<file path="src/rtl/reg_bank_ctrl.sv">
// Control/status register bank with a bus port, per-register access kinds and field masks, and a
// key-based write lock that times out. One request per cycle; every response comes one cycle later.
module reg_bank_ctrl #(
   parameter int                        ADDR_W        = 4,
   parameter int                        DATA_W        = 32,
   parameter int                        N_REGS        = 10,
   parameter logic [N_REGS-1:0]         RO_MASK       = 10'b10_0100_0000,
   parameter logic [N_REGS-1:0]         W1C_MASK      = 10'b00_0100_0000,
   parameter logic [N_REGS-1:0]         STROBE_MASK   = 10'b00_1000_0000,
   parameter logic [N_REGS*DATA_W-1:0]  FIELD_MASK    = {32'hFFFF_FFFF, 32'h0001_FFFF, {8{32'hFFFF_FFFF}}},
   parameter logic [N_REGS*DATA_W-1:0]  RESET_VALUES  = {32'h0000_0000, 32'h0000_FFFF, {8{32'h0000_0000}}},
   parameter int                        KEY_ADDR      = 9,
   parameter logic [DATA_W-1:0]         UNLOCK_KEY    = 32'hBADE_FACE,
   parameter int                        UNLOCK_CYCLES = 16
) (
   input  logic                       clk,
   input  logic                       reset,
   input  logic                       bus_valid,
   input  logic                       bus_write,
   input  logic [ADDR_W-1:0]          bus_addr,
   input  logic [DATA_W-1:0]          bus_wdata,
   output logic                       rsp_valid,
   output logic [DATA_W-1:0]          rsp_rdata,
   output logic                       rsp_error,
   input  logic [N_REGS*DATA_W-1:0]   hw_ro_value,
   input  logic [N_REGS*DATA_W-1:0]   hw_set,
   output logic [N_REGS*DATA_W-1:0]   reg_out,
   output logic [N_REGS-1:0]          strobe_out,
   output logic                       locked
);

   localparam int                 CNT_W     = $clog2(UNLOCK_CYCLES + 1);
   localparam logic [CNT_W-1:0]   CNT_LOAD  = CNT_W'(UNLOCK_CYCLES - 1);
   localparam logic [ADDR_W-1:0]  KEY_IDX   = ADDR_W'(KEY_ADDR);
   localparam logic [ADDR_W:0]    REG_COUNT = (ADDR_W + 1)'(N_REGS);
   // A register marked both RO and W1C is a hardware-set flag: it stores and accepts clears.
   localparam logic [N_REGS-1:0]  PLAIN_RO  = RO_MASK & ~W1C_MASK;

   function automatic logic [N_REGS*DATA_W-1:0] resetImage();
      logic [N_REGS*DATA_W-1:0] img;
      img = RESET_VALUES & FIELD_MASK;
      for (int i = 0; i < N_REGS; i++) begin
         if (PLAIN_RO[i]) img[i*DATA_W +: DATA_W] = '0;
      end
      return img;
   endfunction

   localparam logic [N_REGS*DATA_W-1:0] RESET_IMAGE = resetImage();

   typedef enum logic {LOCKED, UNLOCKED} lockState_e;

   lockState_e                stateQ, stateNext;
   logic [CNT_W-1:0]          cntQ, cntNext;
   logic [N_REGS*DATA_W-1:0]  regQ, regNext;
   logic [N_REGS-1:0]         strobeQ, strobeNext;
   logic [N_REGS-1:0]         hitVec, wrEn;
   logic                      inRange, isKey, roHit, wrReq, keyMatch, wrAccept, errNext;
   logic [DATA_W-1:0]         rdataNext;
   logic                      unusedBits;

   // Input bits that only some register kinds consume.
   assign unusedBits = ^{hw_set, hw_ro_value};

   // NOTE: every combinational output gets a default first, so no path leaves it unassigned (no latch).
   always_comb begin
      inRange  = {1'b0, bus_addr} < REG_COUNT;
      isKey    = bus_addr == KEY_IDX;
      wrReq    = bus_valid && bus_write;
      keyMatch = bus_wdata == UNLOCK_KEY;
      hitVec   = '0;
      for (int i = 0; i < N_REGS; i++) begin
         hitVec[i] = bus_valid && (bus_addr == ADDR_W'(i));
      end
      roHit    = |(hitVec & PLAIN_RO);
      wrAccept = wrReq && inRange && !isKey && !roHit && (stateQ == UNLOCKED);
      wrEn     = wrAccept ? hitVec : '0;

      errNext = 1'b0;
      if (bus_valid) begin
         if (!inRange)       errNext = 1'b1;
         else if (bus_write) begin
            if (isKey) errNext = (stateQ == LOCKED) && !keyMatch;
            else       errNext = roHit || (stateQ == LOCKED);
         end
      end
   end

   // Lock FSM: a key write always takes priority over the running timeout.
   always_comb begin
      stateNext = stateQ;
      cntNext   = cntQ;
      if (stateQ == UNLOCKED) begin
         if (cntQ == '0) stateNext = LOCKED;
         else            cntNext   = cntQ - CNT_W'(1);
      end
      if (wrReq && isKey) begin
         if (keyMatch) begin
            stateNext = UNLOCKED;
            cntNext   = CNT_LOAD;
         end else begin
            stateNext = LOCKED;
            cntNext   = '0;
         end
      end
   end

   always_comb begin
      regNext    = regQ;
      strobeNext = '0;
      for (int i = 0; i < N_REGS; i++) begin
         if (PLAIN_RO[i]) begin
            regNext[i*DATA_W +: DATA_W] = '0;
         end else if (W1C_MASK[i]) begin
            // Set is OR-ed after the clear so a simultaneous hardware set wins.
            regNext[i*DATA_W +: DATA_W] =
               ((regQ[i*DATA_W +: DATA_W] & ~(wrEn[i] ? bus_wdata : '0)) | hw_set[i*DATA_W +: DATA_W])
               & FIELD_MASK[i*DATA_W +: DATA_W];
         end else if (STROBE_MASK[i]) begin
            regNext[i*DATA_W +: DATA_W] = wrEn[i] ? (bus_wdata & FIELD_MASK[i*DATA_W +: DATA_W])
                                                  : RESET_IMAGE[i*DATA_W +: DATA_W];
            strobeNext[i] = wrEn[i];
         end else if (wrEn[i]) begin
            regNext[i*DATA_W +: DATA_W] = bus_wdata & FIELD_MASK[i*DATA_W +: DATA_W];
         end
      end
   end

   always_comb begin
      rdataNext = '0;
      if (bus_valid && !bus_write) begin
         for (int i = 0; i < N_REGS; i++) begin
            if (hitVec[i]) begin
               rdataNext = (PLAIN_RO[i] ? hw_ro_value[i*DATA_W +: DATA_W] : regQ[i*DATA_W +: DATA_W])
                           & FIELD_MASK[i*DATA_W +: DATA_W];
            end
         end
      end
   end

   // NOTE: state is updated with non-blocking assignments so all flops see pre-edge values.
   always_ff @(posedge clk) begin
      if (reset) begin
         // NOTE: the register bank is a handful of flops, not a RAM, so it is reset like any other state.
         stateQ    <= LOCKED;
         cntQ      <= '0;
         regQ      <= RESET_IMAGE;
         strobeQ   <= '0;
         rsp_valid <= 1'b0;
         rsp_rdata <= '0;
         rsp_error <= 1'b0;
      end else begin
         stateQ    <= stateNext;
         cntQ      <= cntNext;
         regQ      <= regNext;
         strobeQ   <= strobeNext;
         rsp_valid <= bus_valid;
         rsp_rdata <= errNext ? '0 : rdataNext;
         rsp_error <= errNext;
      end
   end

   assign reg_out    = regQ;
   assign strobe_out = strobeQ;
   assign locked     = (stateQ == LOCKED);

endmodule

</file>
<file path="config.mk">
export PLATFORM = sky130hd
export DESIGN_NAME = reg_bank_ctrl
export DESIGN_NICKNAME = d
export VERILOG_FILES = /design/src/rtl/reg_bank_ctrl.sv
export SDC_FILE = /design/constraint.sdc
export NUM_CORES = 1
export LEC_CHECK = 0
export ABC_AREA = 0
export BUFFER_PORTS_ARGS = -buffer_cell sky130_fd_sc_hd__buf_2
export CAP_MARGIN = 20
export CORE_AREA = 2 2 406 408
export CTS_BUF_LIST = sky130_fd_sc_hd__clkbuf_8
export CTS_CLUSTER_SIZE = 30
export DETAILED_ROUTE_END_ITERATION = 7
export DIE_AREA = 0 0 408 410
export HOLD_SLACK_MARGIN = 0.02
export REMOVE_ABC_BUFFERS = 1
export SLEW_MARGIN = 10
export SYNTH_ARGS = -nofsm -noshare
export SYNTH_HDL_FRONTEND = slang
export SYNTH_SLANG_ARGS = --single-unit
export TNS_END_PERCENT = 20
</file>
<file path="constraint.sdc">
create_clock -name clk -period 2.93 [get_ports clk]
set_input_delay 0.1465 -clock clk [delete_from_list [all_inputs] [get_ports clk]]
set_output_delay 0.1465 -clock clk [all_outputs]
set_load 0.01 [all_outputs]
</file>
==> flow_summary.yaml <==
synth:
  synth-edff-count: 0
  synth.distinct_cells: 66
  ys_dominant_reg_cell: "sky130_fd_sc_hd__dfxtp_1"
  yosys_register_bits: 314
  synth_seq_area_share_pct: 45.1
  yosysTopAreaCellShare_pct: 45.1
  post_synth_main_area_contributors: "sky130_fd_sc_hd__dfxtp_1 45%, sky130_fd_sc_hd__nand2_1 13%, sky130_fd_sc_hd__a21oi_1 9.9%"
  asyncSetResetFlopFracSynth_pct: 0
  synth_cells: 1774
  post_synth_most_frequent_cells: "491 x sky130_fd_sc_hd__nand2_1, 314 x sky130_fd_sc_hd__dfxtp_1, 276 x sky130_fd_sc_hd__a21oi_1"
  netlist.top_cell.by_area: "sky130_fd_sc_hd__dfxtp_1"
  synthMostInstantiatedCell: "sky130_fd_sc_hd__nand2_1"
  ys.warnings.count: 0
  cell_area_after_synthesis_um2: 13900
  mean_cell_area_of_the_mapped_netlist_um2: 7.86
die:
  coreArea_um2: 163000
  dieArea_um2: 167000
  die-height_um: 410
  ioPinCount: 1045
  initial_utilization_pct: 8.53
  die_width_um: 408
  rows: 149
setup_path:
  crit_path_cell_trace: "dlygate4sd3_1, buf_2, nand2b_1, nor3_2, buf_4, nand2_1, o221ai_1, dlygate4sd3_1"
  worst_r2r_startpoint: "stateQ$_SDFF_PP0_"
  nature_of_the_critical_path_endpoint: "flop"
  critPathKind: "in2reg"
  ff2ff_path_depth: 7
  critical_path.startpoint_type: "input pin"
  critPathBufInv: 4
  crit_fanout: 15
  critical_path_arrival_ps: 3390
  r2r_setup_slack_ps: 440
  critPathTopFamily: "buffers and inverters"
  critical-path-max-stage-delay_ps: 660
  slowest_stage: "sky130_fd_sc_hd__dlygate4sd3_1"
  worstPathRequired_ps: 3600
  critPathMostFrequentCell: "sky130_fd_sc_hd__dlygate4sd3_1"
  worstReg2RegEnd: "reg_out[216]$_SDFF_PP0_"
timing:
  rsz0062_at_grt: "false"
  hold_viol: 0
  final_max_slew_violation_count: 0
  slew_headroom_pct: 9.60
  final.min_clock_period_ps: 2720
  worst-slew-pin-transition_ps: 1360
  finalSetupViolations: 0
  fmax_ghz: 0.368
  timing.setup.tns_ps: 0
  timing.clock.skew_ps: 65.7
  min_period_over_period_pct: 92.9
global_routing:
  grt_usage_pct: 11.2
  grt_pass1_vias: 15000
  globalRouteMet2Util_pct: 16.6
  antenna_found_initial: 38
  grt_start_max_net_pins: 161
  grt.overflow.total: 0
  grt_pass1_wl_um: 129000
  grt-busiest-layer: "met2"
  global_route.usage.met1_pct: 14.4
  grt_util_met3_pct: 4.63
routing:
  drc: 0
  postRouteAntennaNets: 0
  detail_route.first_pass.iterations: 7
  dr_total_vias: 15800
  avgRoutedWirePerCell_um: 21.7
  totalWireLength_um: 97800
  vias_per_cell: 3.50
  dr.first_iter.drc_count: 1660
clocking:
  cts_root_buf: "sky130_fd_sc_hd__clkbuf_8"
  level_count_of_the_clock_h_tree: 2
  max-clock-path-buffers: 3
  cts_num_sinks: 314
  clk_pin_slew_worst_paths_ps: 60
  clk_latency_ps: 730
  tritoncts.num_buffers: 57
  cts_setup_buffers: 0
  cts_tree: "yes"
placement:
  hpwl_after_detailed_placement_um: 77100
  place.port_buffers: 412
  routability_congestion_estimate_from_global_placement: 0.882
  dp_cells: 4286
layout:
  share_of_post_route_cells_with_drive_strength_above_1_pct: 26.6
  final_cell_count_no_fill: 4515
  synthToLayoutAreaGrowth_pct: 50.0
  finalNetCount: 2965
min_path:
  holdCritPathClass: "in2reg"
  hold_path_depth: 3
  timing.hold.worst.start: "hw_ro_value[296]"
  holdPathEnd: "rsp_rdata[8]$_SDFF_PP0_"
power:
  ir_worst_vdd_v: 0.000338
  power.density_nw_per_um2: 447
  leakage_nw: 8.04
flow_run:
  drv.max_cap_violation_count: 0
status:
  status: "finished clean"
## layer usage
| metal | vias to the layer above | share of wire, % |
|---|---|---|
| met5 | - | 0.079 |
| met4 | 12 | 4.4 |
| met3 | 210 | 13 |
| met2 | 1155 | 41 |
| met1 | 7492 | 41 |
| li1 | 6945 | - |
## worst max path at each step
| stage | endpoint | cells past startpoint | start |
|---|---|---|---|
| after CTS | rsp_rdata[29]$_SDFF_PP0_ | 9 | bus_valid |
| after detailed placement | rsp_rdata[15]$_SDFF_PP0_ | 7 | bus_valid |
| after global placement | rsp_rdata[15]$_SDFF_PP0_ | 7 | bus_valid |
| after floorplan | reg_out[160]$_SDFFE_PP0P_ | 4 | bus_addr[2] |
| after global routing | rsp_rdata[29]$_SDFF_PP0_ | 8 | bus_valid |
| final | rsp_rdata[29]$_SDFF_PP0_ | 8 | bus_valid |
## registers in the layout, summed over array words and instances, names as in the netlist
name        count
cntQ            5
reg_out       273
rsp_error       1
rsp_rdata      32
rsp_valid       1
stateQ          1
strobe_out      1
## worst register-to-register path, stage by stage, from the launching register on
cell and delay, ps:
sky130_fd_sc_hd__dfxtp_1 400, sky130_fd_sc_hd__nand3_2 260, sky130_fd_sc_hd__nor4_4 320, sky130_fd_sc_hd__buf_4 390
sky130_fd_sc_hd__nand2_1 130, sky130_fd_sc_hd__a21oi_1 170, sky130_fd_sc_hd__dlygate4sd3_1 580, sky130_fd_sc_hd__nor2_1 50
## repair_timing
| item | in CTS | in global routing |
|---|---|---|
| resized for setup | 0 | 1 |
| hold endpoints to repair | 309 | 0 |
| endpoints found under the setup margin | 0 | 1 |
| hold buffers | 127 | 0 |
## cell usage in the layout (no fill, tap or decap), types with 12 or more instances in the layout
cell type,count
sky130_fd_sc_hd__nor2_1,63
sky130_fd_sc_hd__clkbuf_8,66
sky130_fd_sc_hd__mux2_2,19
sky130_fd_sc_hd__buf_2,409
sky130_fd_sc_hd__a21oi_1,276
sky130_fd_sc_hd__mux2i_1,37
sky130_fd_sc_hd__nand3b_1,16
sky130_fd_sc_hd__inv_1,36
sky130_fd_sc_hd__dlygate4sd3_1,127
sky130_fd_sc_hd__dfxtp_1,314
sky130_fd_sc_hd__o221ai_1,15
sky130_fd_sc_hd__o21ai_0,56
sky130_fd_sc_hd__conb_1,56
sky130_fd_sc_hd__nand3_1,16
sky130_fd_sc_hd__o22ai_1,20
sky130_fd_sc_hd__a221oi_1,20
sky130_fd_sc_hd__nand2b_1,12
sky130_fd_sc_hd__a2bb2oi_1,14
sky130_fd_sc_hd__nand2_1,489
sky130_fd_sc_hd__and2_1,35
sky130_fd_sc_hd__buf_4,70
sky130_fd_sc_hd__nor3_1,17
## stage by stage
step	power [mW]	cell area [µm²]	hold WS [ps]	util (%)	setup slack, ps
2_1_floorplan	4.67	12900	213	-	211
3_3_place_gp	5.23	18600	354	11.4	283
3_5_place_dp	5.24	18600	354	11.4	271
4_1_cts	9.40	20900	48.8	12.8	151
5_1_grt	9.64	20900	56.1	12.8	163
6_report	9.35	20900	88.3	12.8	209
## cells by family (layout without fill, tap and decap cells)
logic type / count (synthesis) / in the layout / synth area share, %
AND/OR/NAND/NOR: 700 / 700 / 21.9
adder cells (fa/ha/maj): 2 / 2 / 0.179
AO/OA/AOI/OAI: 458 / 458 / 19.3
flip-flops: 314 / 314 / 45.1
buffers and inverters: 241 / 728 / 9.10
multiplexers: 56 / 56 / 4.19
other: 1 / 66 / 0.0269
XOR/XNOR: 2 / 2 / 0.126
## power breakdown
| group | switching [mW] | leakage (nW) | internal [mW] |
|---|---|---|---|
| Sequential | 0.0398 | 2.54 | 4.31 |
| Clock | 2.02 | 0.599 | 2.00 |
| Combinational | 0.637 | 4.90 | 0.348 |
## cell type report
| type | instances | area [µm²] |
|---|---|---|
| fill | 18800 | 143000 |
| antenna | 10 | 25.0 |
| clock inverter | 27 | 133 |
| multi-input combinational | 1274 | 6700 |
| timing repair buffer | 618 | 4070 |
| tap | 2189 | 2740 |
| sequential | 314 | 6290 |
| inverter | 18 | 67.6 |
| clock buffer | 65 | 895 |
No activity file was read; power rests on OpenSTA's default activity.
